--- config.mk ---
export PLATFORM = sky130hd
export DESIGN_NAME = video_console
export DESIGN_NICKNAME = d
export VERILOG_FILES = /design/src/rtl/video_console_pkg.sv /design/src/rtl/video_console_sweep.sv /design/src/rtl/video_console.sv
export SDC_FILE = /design/constraint.sdc
export NUM_CORES = 1
export LEC_CHECK = 0
export ABC_CLOCK_PERIOD_IN_PS = 3300
export CORE_MARGIN = 2
export CORE_UTILIZATION = 50
export DETAILED_ROUTE_END_ITERATION = 10
export GPL_ROUTABILITY_DRIVEN = 0
export MAX_ROUTING_LAYER = met4
export PLACE_DENSITY = 0.78
export SLEW_MARGIN = 5
export SYNTH_ARGS = -nofsm -noshare
export SYNTH_HDL_FRONTEND = slang
export SYNTH_SLANG_ARGS = --single-unit
--- constraint.sdc ---
create_clock -name clk -period 3.3 [get_ports clk]
set_clock_uncertainty 0.2 [all_clocks]
set_input_delay 0.66 -clock clk [delete_from_list [all_inputs] [get_ports clk]]
set_output_delay 0.66 -clock clk [all_outputs]
set_load 0.01 [all_outputs]
--- src/rtl/video_console_pkg.sv ---
// Shared types and constants for the video_console character front end.
// Optional feature macro: VIDEO_CONSOLE_TAB_EN (horizontal-tab handling).
package video_console_pkg;

    typedef enum logic [1:0] {
        IDLE    = 2'd0,
        CLR_ROW = 2'd1,
        CLR_ALL = 2'd2
    } state_t;

    localparam logic [7:0] CH_BS = 8'h08;
    localparam logic [7:0] CH_HT = 8'h09;
    localparam logic [7:0] CH_LF = 8'h0A;
    localparam logic [7:0] CH_FF = 8'h0C;
    localparam logic [7:0] CH_CR = 8'h0D;

    localparam int DEF_COLS     = 100;
    localparam int DEF_ROWS     = 50;
    localparam int SCREEN_CELLS = DEF_COLS * DEF_ROWS;
    localparam int ADDR_W       = 13;

endpackage

--- src/rtl/video_console_sweep.sv ---
// Address sweeper used for both the single-row and full-screen clears.
// Comes out of reset already sweeping RESET_COUNT cells from offset 0, so every
// reset restarts a full clear without a separate start pulse.
// Optional feature macro: none.
module video_console_sweep
    import video_console_pkg::*;
#(
    parameter int AW          = ADDR_W,
    parameter int RESET_COUNT = SCREEN_CELLS
) (
    input  logic          clk,
    input  logic          reset_n,
    input  logic          start,
    input  logic [AW-1:0] base,
    input  logic [AW-1:0] count,
    output logic [AW-1:0] addr,
    output logic          active,
    output logic          done
);

    logic [AW-1:0] cur_q, cur_d;
    logic [AW-1:0] last_q, last_d;
    logic          active_q, active_d;

    // Sweep state register; reset arms a full-screen sweep.
    always_ff @(posedge clk or negedge reset_n) begin
        if (!reset_n) begin
            cur_q    <= '0;
            last_q   <= AW'(RESET_COUNT - 1);
            active_q <= 1'b1;
        end else begin
            cur_q    <= cur_d;
            last_q   <= last_d;
            active_q <= active_d;
        end
    end

    // Load a new range on start, otherwise step one cell per cycle until the last.
    always_comb begin
        cur_d    = cur_q;
        last_d   = last_q;
        active_d = active_q;
        if (start) begin
            cur_d    = base;
            last_d   = base + count - AW'(1);
            active_d = 1'b1;
        end else if (active_q) begin
            if (cur_q == last_q) begin
                active_d = 1'b0;
            end else begin
                cur_d = cur_q + AW'(1);
            end
        end
    end

    assign addr   = cur_q;
    assign active = active_q;
    assign done   = active_q && (cur_q == last_q);

endmodule

--- src/rtl/video_console.sv ---
// Character-stream front end for the VideoCtl screen RAM: keeps a text cursor,
// turns accepted bytes into glyph writes and runs row/screen clears.
// Optional feature macro: VIDEO_CONSOLE_TAB_EN (HT advances to next 8-column stop).
module video_console
    import video_console_pkg::*;
#(
    parameter int         COLS        = DEF_COLS,
    parameter int         ROWS        = DEF_ROWS,
    parameter int         BASE_ADDR   = 1024,
    parameter logic [7:0] BLANK_GLYPH = 8'h20
) (
    input  logic        clk,
    input  logic        reset_n,
    input  logic        char_valid,
    input  logic [7:0]  char_data,
    output logic        char_ready,
    output logic        sig_write,
    output logic [12:0] addr,
    output logic [15:0] value,
    output logic        busy,
    output logic [6:0]  cursor_x,
    output logic [5:0]  cursor_y
);

    localparam int          CELLS  = COLS * ROWS;
    localparam logic [12:0] BASE_A = 13'(BASE_ADDR);

    state_t      state_q, state_d;
    logic [6:0]  x_q, x_d;
    logic [5:0]  y_q, y_d;
    logic [12:0] row_base_q, row_base_d;
    logic        sig_write_q, sig_write_d;
    logic [12:0] addr_q, addr_d;
    logic [15:0] value_q, value_d;
    logic        ready_q, ready_d;
    logic        busy_q, busy_d;
    logic        newline;

    logic        sweep_start;
    logic [12:0] sweep_base, sweep_count, sweep_addr;
    logic        sweep_active, sweep_done;
`ifdef VIDEO_CONSOLE_TAB_EN
    logic [7:0]  tab_x;
`endif

    video_console_sweep #(
        .AW          (13),
        .RESET_COUNT (CELLS)
    ) u_sweep (
        .clk     (clk),
        .reset_n (reset_n),
        .start   (sweep_start),
        .base    (sweep_base),
        .count   (sweep_count),
        .addr    (sweep_addr),
        .active  (sweep_active),
        .done    (sweep_done)
    );

    // State, cursor and registered outputs; reset begins a full-screen clear.
    always_ff @(posedge clk or negedge reset_n) begin
        if (!reset_n) begin
            state_q     <= CLR_ALL;
            x_q         <= '0;
            y_q         <= '0;
            row_base_q  <= '0;
            sig_write_q <= 1'b0;
            addr_q      <= '0;
            value_q     <= '0;
            ready_q     <= 1'b0;
            busy_q      <= 1'b1;
        end else begin
            state_q     <= state_d;
            x_q         <= x_d;
            y_q         <= y_d;
            row_base_q  <= row_base_d;
            sig_write_q <= sig_write_d;
            addr_q      <= addr_d;
            value_q     <= value_d;
            ready_q     <= ready_d;
            busy_q      <= busy_d;
        end
    end

    // Byte decode, cursor movement and clear sequencing.
    always_comb begin
        state_d     = state_q;
        x_d         = x_q;
        y_d         = y_q;
        row_base_d  = row_base_q;
        sig_write_d = 1'b0;
        addr_d      = addr_q;
        value_d     = value_q;
        sweep_start = 1'b0;
        sweep_base  = '0;
        sweep_count = '0;
        newline     = 1'b0;
`ifdef VIDEO_CONSOLE_TAB_EN
        tab_x       = {1'b0, x_q[6:3], 3'b000} + 8'd8;
`endif
        case (state_q)
            IDLE: begin
                if (char_valid && ready_q) begin
                    if (char_data >= 8'h20) begin
                        sig_write_d = 1'b1;
                        addr_d      = BASE_A + row_base_q + {6'd0, x_q};
                        value_d     = {8'h00, char_data};
                        if (x_q == 7'(COLS - 1)) begin
                            newline = 1'b1;
                        end else begin
                            x_d = x_q + 7'd1;
                        end
                    end else begin
                        case (char_data)
                            CH_CR: x_d = '0;
                            CH_LF: newline = 1'b1;
                            CH_BS: begin
                                // Erase the cell left of the cursor; never wraps back a line.
                                if (x_q != 7'd0) begin
                                    x_d         = x_q - 7'd1;
                                    sig_write_d = 1'b1;
                                    addr_d      = BASE_A + row_base_q + {6'd0, x_q - 7'd1};
                                    value_d     = {8'h00, BLANK_GLYPH};
                                end
                            end
                            CH_FF: begin
                                x_d         = '0;
                                y_d         = '0;
                                row_base_d  = '0;
                                state_d     = CLR_ALL;
                                sweep_start = 1'b1;
                                sweep_base  = '0;
                                sweep_count = 13'(CELLS);
                            end
`ifdef VIDEO_CONSOLE_TAB_EN
                            CH_HT: begin
                                // A tab stop past the right edge acts as a line feed.
                                if (tab_x >= 8'(COLS)) begin
                                    newline = 1'b1;
                                end else begin
                                    x_d = tab_x[6:0];
                                end
                            end
`endif
                            default: ;
                        endcase
                    end
                end
            end
            CLR_ROW, CLR_ALL: begin
                if (sweep_active) begin
                    sig_write_d = 1'b1;
                    addr_d      = BASE_A + sweep_addr;
                    value_d     = {8'h00, BLANK_GLYPH};
                end
                if (sweep_done) begin
                    state_d = IDLE;
                end
            end
            default: state_d = IDLE;
        endcase

        // Line advance: the bottom row wraps to row 0, which is cleared first.
        if (newline) begin
            x_d = '0;
            if (y_q == 6'(ROWS - 1)) begin
                y_d         = '0;
                row_base_d  = '0;
                state_d     = CLR_ROW;
                sweep_start = 1'b1;
                sweep_base  = '0;
                sweep_count = 13'(COLS);
            end else begin
                y_d        = y_q + 6'd1;
                row_base_d = row_base_q + 13'(COLS);
            end
        end

        ready_d = (state_d == IDLE);
        busy_d  = (state_d != IDLE);
    end

    assign char_ready = ready_q;
    assign sig_write  = sig_write_q;
    assign addr       = addr_q;
    assign value      = value_q;
    assign busy       = busy_q;
    assign cursor_x   = x_q;
    assign cursor_y   = y_q;

endmodule
==> flow_metrics.env, run 1 <==
export IMPL_outcome="completed"
export IMPL_finish_net_count=582
export IMPL_avgRoutedWirePerCell_um=15.76
export IMPL_grt_setup_unrepaired="no"
export IMPL_cts_sinks=69
export IMPL_numCtsBuffers=9
export IMPL_synth_top_area_cell="dfrtp_1"
export IMPL_routed_via_count=3802
export IMPL_r2r_end="addr[10]"
export IMPL_r2r_setup_slack_ps=350
export IMPL_vdd_ir_drop_max_mv=0.3334
export IMPL_p_leak_nw=2.300
export IMPL_ys_seq_area_share_pct=41.27
export IMPL_required_ps=3340
export IMPL_clock_root_buffer="clkbuf_8"
export IMPL_core_area_mm2=0.008175
export IMPL_die_x_um=95.64
export IMPL_max_freq_mhz=339.0
export IMPL_hold_path_class="input port to asynchronous set/reset pin"
export IMPL_synth_ff_type="dfrtp_1"
export IMPL_grt_first_pass_wirelength_um=17330
export IMPL_synth_seq_cells=69
export IMPL_slew_violations=0
export IMPL_power_density_mw_per_mm2=554.4
export IMPL_worstMarginPinSlew_ps=868.0
export IMPL_ant_nets=0
export IMPL_place_inst=644
export IMPL_post_dp_cell_area_mm2=0.005019
export IMPL_synth_cell_types=63
export IMPL_path_clk_slew_ps=70
export IMPL_first_global_vias=3681
export IMPL_min_period_ps=2950
export IMPL_setup_viol=0
export IMPL_stdcell_count=660
export IMPL_port_buffers=47
export IMPL_syn_cell_area_mm2=0.004199
export IMPL_htree_levels=3
export IMPL_grt_start_max_net_pins=70
export IMPL_fp_dieArea_mm2=0.009147
export IMPL_path_class="register to register"
export IMPL_hold_violations=0
export IMPL_fin_setup_tns_ps=0
export IMPL_relSlewSlack_pct=42.13
export IMPL_cts_tree="yes"
export IMPL_hpwl_um=7665
export IMPL_antenna_found_initial=0
export IMPL_end_kind="register"
export IMPL_reg2reg_from="cursor_x[0]"
export IMPL_ys_warnings_count=0
export IMPL_drt_iter0_drc=234
export IMPL_cts_root_to_sink_buffers=2
export IMPL_min_period_over_period_pct=89.39
export IMPL_layout_drive_gt1_share_pct=15.14
export IMPL_ys_top_cells_by_area="dfrtp_1 38%, ha_1 6.0%, xnor2_1 5.2%"
export IMPL_drv_cap=0
export IMPL_io_pins=56
export IMPL_dr_pass1_iters=5
export IMPL_postSynthCellCount=468
export IMPL_design_power_total_w=0.002891
export IMPL_critPathMaxFanout=8
export IMPL_synthTopCellsByCount="64 x dfrtp_1, 52 x nor2_1, 35 x o21ai_0"
export IMPL_avgViaCountPerCell=5.761
export IMPL_die_h_um=95.64
export IMPL_rows=33
export IMPL_drcViolationCount=0
export IMPL_synthToLayoutAreaGrowth_pct=24.20
export IMPL_cp_data_arrival_time_ps=2990
export IMPL_ff2ff_path_depth=12
export IMPL_grt_usage_pct=25.31
export IMPL_routed_wl_um=10400
export IMPL_start_util_pct=51.36
export IMPL_synth_edff_count=0
export IMPL_synth_most_common_cell="dfrtp_1"
export IMPL_netlist_area_leader_share_pct=38.14
export IMPL_stdcell_area_mm2=0.005215
export IMPL_worstSkewPairLatency_ps=350
export IMPL_diodes=0
export IMPL_synth_area_per_cell_um2=8.972
export IMPL_finalHoldWorstSlack_ps=299.1
export IMPL_start_kind="register"
export IMPL_grt_ovfl_total=0
export IMPL_async_reset_ff_share_pct=100.0
routing by layer:
metal | vias up | global-route usage (%) | wire [um]
met4 | 0 | 11.31 | 291
met1 | 1852 | 31.66 | 4578
li1 | 1803 | - | -
met3 | 25 | 4.506 | 476
met2 | 122 | 40.21 | 5054
met5 | - | - | 0
worst max-delay path, cell delays in order (launching register included):
cell      delay [ps]
dfrtp_1          490
inv_1            160
ha_1             170
nand4_1          200
nor3_2           260
xnor2_1          130
ha_1             210
buf_4            150
o211ai_1         320
buf_4            200
xnor2_1          110
nor2_1            70
o22a_1           180
state kept, by name (all words and copies together) (netlist names):
name,count
addr,13
busy,1
char_ready,1
cursor_x,7
cursor_y,6
row_base_q,11
sig_write,1
state_q,2
u_sweep.active,1
u_sweep.addr,13
u_sweep.last_q,5
value,8
cell usage in the layout (no fill, tap or decap), types with 23 or more instances in the layout:
master,instances
dfrtp_1,64
nor2_1,52
a21oi_1,28
inv_1,25
buf_4,46
o21ai_0,32
xnor2_1,25
clkdlybuf4s50_1,43
nand3_1,23
nand2_1,24
how the worst max path moves through the flow:
stage | start | endpoint | depth (start not counted)
2_1_floorplan | char_data[5] | addr[11] | 11
3_5_place_dp | char_data[5] | addr[11] | 13
4_1_cts | char_data[5] | addr[11] | 13
6_report | cursor_x[0] | addr[10] | 12
3_3_place_gp | char_data[6] | addr[10] | 13
5_1_grt | cursor_x[0] | addr[10] | 12
per-stage QoR:
stage	worst slack, ps	util, %
after floorplan	42.18	-
after global placement	-181.8	61.39
after detailed placement	-306.4	61.39
after CTS	44.70	63.33
after global routing	143.7	63.79
final	350.0	63.79
cell type report:
type                    instances  area, um2
flip-flops and latches         69       1733
inverters                      25      93.84
multi-input cells             352       2268
fillers                       664       2960
well taps                     105      131.4
repair buffers                 94      829.5
clock inverters                 2      10.01
clock buffers                  13      148.9
cells by family after synthesis:
group           after synthesis  synth area share, %
simple gates                169                20.41
mux                           9                2.354
flops                        69                41.27
xor+xnor                     35                7.300
other cells                   1              0.08931
buf+inv                      54                6.078
fa+ha+maj                    20                5.959
compound gates              111                16.54
what timing repair did:
action	in CTS	in global routing
endpoints found under the setup margin	0	5
setup buffers	0	1
hold buffers	0	0
gates resized for setup	0	11
report_power, final:
| group | internal [W] | switching (W) | total, W |
|---|---|---|---|
| Combinational | 0.000531 | 0.000529 | 0.00106 |
| Clock | 0.000288 | 0.000314 | 0.000602 |
| Sequential | 0.00102 | 0.000213 | 0.00123 |
| Total | 0.00184 | 0.00106 | 0.00289 |
Power figures use the tool's default switching activity.
==> run 2: changes to the inputs <==
--- a/config.mk
+++ b/config.mk
@@ -6,6 +6,7 @@
 export NUM_CORES = 1
 export LEC_CHECK = 0
 export ABC_CLOCK_PERIOD_IN_PS = 3300
+export CAP_MARGIN = 20
 export CORE_MARGIN = 2
 export CORE_UTILIZATION = 50
 export DETAILED_ROUTE_END_ITERATION = 10
==> results of run 2 <==
The final DEF is identical to that of run 1; final timing and power are the same.
==> run 3: changes to the inputs <==
--- a/config.mk
+++ b/config.mk
@@ -7,7 +7,7 @@
 export LEC_CHECK = 0
 export ABC_CLOCK_PERIOD_IN_PS = 3300
 export CAP_MARGIN = 20
-export CORE_MARGIN = 2
+export CORE_MARGIN = 5
 export CORE_UTILIZATION = 50
 export DETAILED_ROUTE_END_ITERATION = 10
 export GPL_ROUTABILITY_DRIVEN = 0
@@ -17,3 +17,4 @@
 export SYNTH_ARGS = -nofsm -noshare
 export SYNTH_HDL_FRONTEND = slang
 export SYNTH_SLANG_ARGS = --single-unit
+export TNS_END_PERCENT = 10
==> run 3 against run 2 <==
Effect of this change:
- maximum frequency shrank 2.5%
- total power rose by 3.7%
- sequential cell count unchanged
- die area increased by 13%
- final cell count fell by 0.61%
- worst setup slack worse by 77 ps
- clock power grew 19%
- wire length up 3.8%
- sequential power hardly changed
- count of clock-buffer cells in the layout fell by 4
- critical path depth decreased by 1
- critical path type unchanged
- largest cell class unchanged
- largest power group unchanged
==> flow_metrics.env, run 3 (synthesized netlist as in run 1, its figures left out) <==
export IMPL_outcome="completed"
export IMPL_min_period_ps=3027
export IMPL_hold_violations=0
export IMPL_p_int_w=0.001896
export IMPL_die_h_um=101.6
export IMPL_drv_cap=0
export IMPL_hpwl_um=8071
export IMPL_dr_pass1_iters=5
export IMPL_ant_nets=0
export IMPL_required_ps=3340
export IMPL_setup_viol=0
export IMPL_port_buffers=47
export IMPL_cts_hold_buf=0
export IMPL_path_clk_slew_ps=80
export IMPL_drcViolationCount=0
export IMPL_numCtsBuffers=9
export IMPL_min_period_over_period_pct=91.72
export IMPL_cts_sinks=69
export IMPL_clkPwrFrac_pct=23.9
export IMPL_grt_first_pass_wirelength_um=18060
export IMPL_io_pins=56
export IMPL_hold_path_class="input port to asynchronous set/reset pin"
export IMPL_critPathMaxFanout=8
export IMPL_antenna_found_initial=0
export IMPL_design_power_total_w=0.002998
export IMPL_drt_iter0_drc=234
export IMPL_slew_violations=0
export IMPL_worstSkewPairLatency_ps=350
export IMPL_layout_drive_gt1_share_pct=14.88
export IMPL_cts_tree="yes"
export IMPL_grt_ovfl_total=0
export IMPL_avgRoutedWirePerCell_um=16.45
export IMPL_htree_levels=3
export IMPL_stdcell_area_mm2=0.005243
export IMPL_pwr_share_seq_pct=41.1
export IMPL_worstMarginPinSlew_ps=705.6
export IMPL_clock_root_buffer="clkbuf_8"
export IMPL_avgViaCountPerCell=5.770
export IMPL_path_class="register to register"
export IMPL_swShare_pct=36.74
export IMPL_rows=33
export IMPL_final_common_cell="dfrtp_1"
export IMPL_power_switching_w=0.001101
export IMPL_routed_wl_um=10790
export IMPL_max_freq_mhz=330.4
export IMPL_grt_usage_pct=22.80
export IMPL_routed_via_count=3785
export IMPL_core_area_mm2=0.008217
export IMPL_power_density_mw_per_mm2=571.8
export IMPL_cts_root_to_sink_buffers=2
export IMPL_relSlewSlack_pct=52.96
export IMPL_grt_setup_unrepaired="no"
export IMPL_fin_util_pct=63.80
export IMPL_p_leak_nw=2.310
export IMPL_start_util_pct=51.10
export IMPL_finalHoldWorstSlack_ps=150.7
export IMPL_cp_data_arrival_time_ps=3060
export IMPL_finish_net_count=577
export IMPL_final_cell_mix="64 x dfrtp_1, 52 x nor2_1, 43 x clkdlybuf4s50_1"
export IMPL_post_dp_cell_area_mm2=0.004971
export IMPL_diodes=0
export IMPL_grt_start_max_net_pins=42
export IMPL_die_x_um=101.6
export IMPL_vdd_ir_drop_max_mv=0.4346
export IMPL_comb_power_share_pct=35.0
export IMPL_start_kind="register"
export IMPL_fp_dieArea_mm2=0.01033
export IMPL_first_global_vias=3792
export IMPL_end_kind="register"
export IMPL_synthToLayoutAreaGrowth_pct=24.85
[run 3: through the flow]
| step | cells | TNS, ps | worst slack (ps) |
|---|---|---|---|
| 2_1_floorplan | 475 | 0 | 42.18 |
| 3_3_place_gp | 636 | -1313 | -253.4 |
| 3_5_place_dp | 636 | -2541 | -347.6 |
| 4_1_cts | 652 | 0 | 32.30 |
| 5_1_grt | 656 | 0 | 116.1 |
| 6_report | 656 | 0 | 273.4 |
[run 3: path summary, 6_finish.rpt]
kind,from,to,slack (ps),cells past startpoint
hold reg to reg,addr[12],addr[12],310,1
setup / recovery,cursor_x[0],addr[11],270,11
min in group clk,addr[12],addr[12],310,1
hold / removal,reset_n,cursor_y[4],150,1
setup reg to reg,cursor_x[0],addr[11],270,11
max in group asynchronous,reset_n,u_sweep.last_q[2],2020,2
[run 3: area by class of cell]
class                      count  area [um2]
fill                         678        2974
tap                          105       131.4
inverter                      25       93.84
multi-input combinational    352        2270
sequential                    69        1733
clock buffer                   9       123.9
clock inverter                 7       81.33
timing repair buffer          89       809.5
[run 3: metal layers]
| layer | vias up | track usage, % | routed length [um] |
|---|---|---|---|
| met5 | - | - | 0 |
| li1 | 1807 | - | - |
| met1 | 1821 | 28.88 | 4505 |
| met3 | 23 | 4.752 | 665 |
| met4 | 0 | 7.771 | 235 |
| met2 | 134 | 36.37 | 5385 |
[run 3: power by group through the flow]
stage | Sequential, W | Clock [W] | Combinational, W
finish | 0.00123 | 0.000716 | 0.00105
global route | 0.00126 | 0.000783 | 0.00116
CTS | 0.00122 | 0.000731 | 0.00104
detailed placement | 0.00124 | 0 | 0.00103
global placement | 0.00123 | 0 | 0.000994
floorplan | 0.00119 | 0 | 0.000614
[run 3: repair_timing]
item                                    in CTS  in global routing
resized for setup                            0                  9
endpoints found under the setup margin       0                  5
setup buffers                                0                  4
[run 3: critical path: stages, from the launching register on]
cell and delay [ps]:
dfrtp_1 490, inv_1 150, ha_1 190, nand4_1 210, xnor2_1 190, ha_1 300, o21ai_0 110, o21ai_1 210
o211ai_1 280, or3_1 420, nand3_1 90, a31oi_1 80
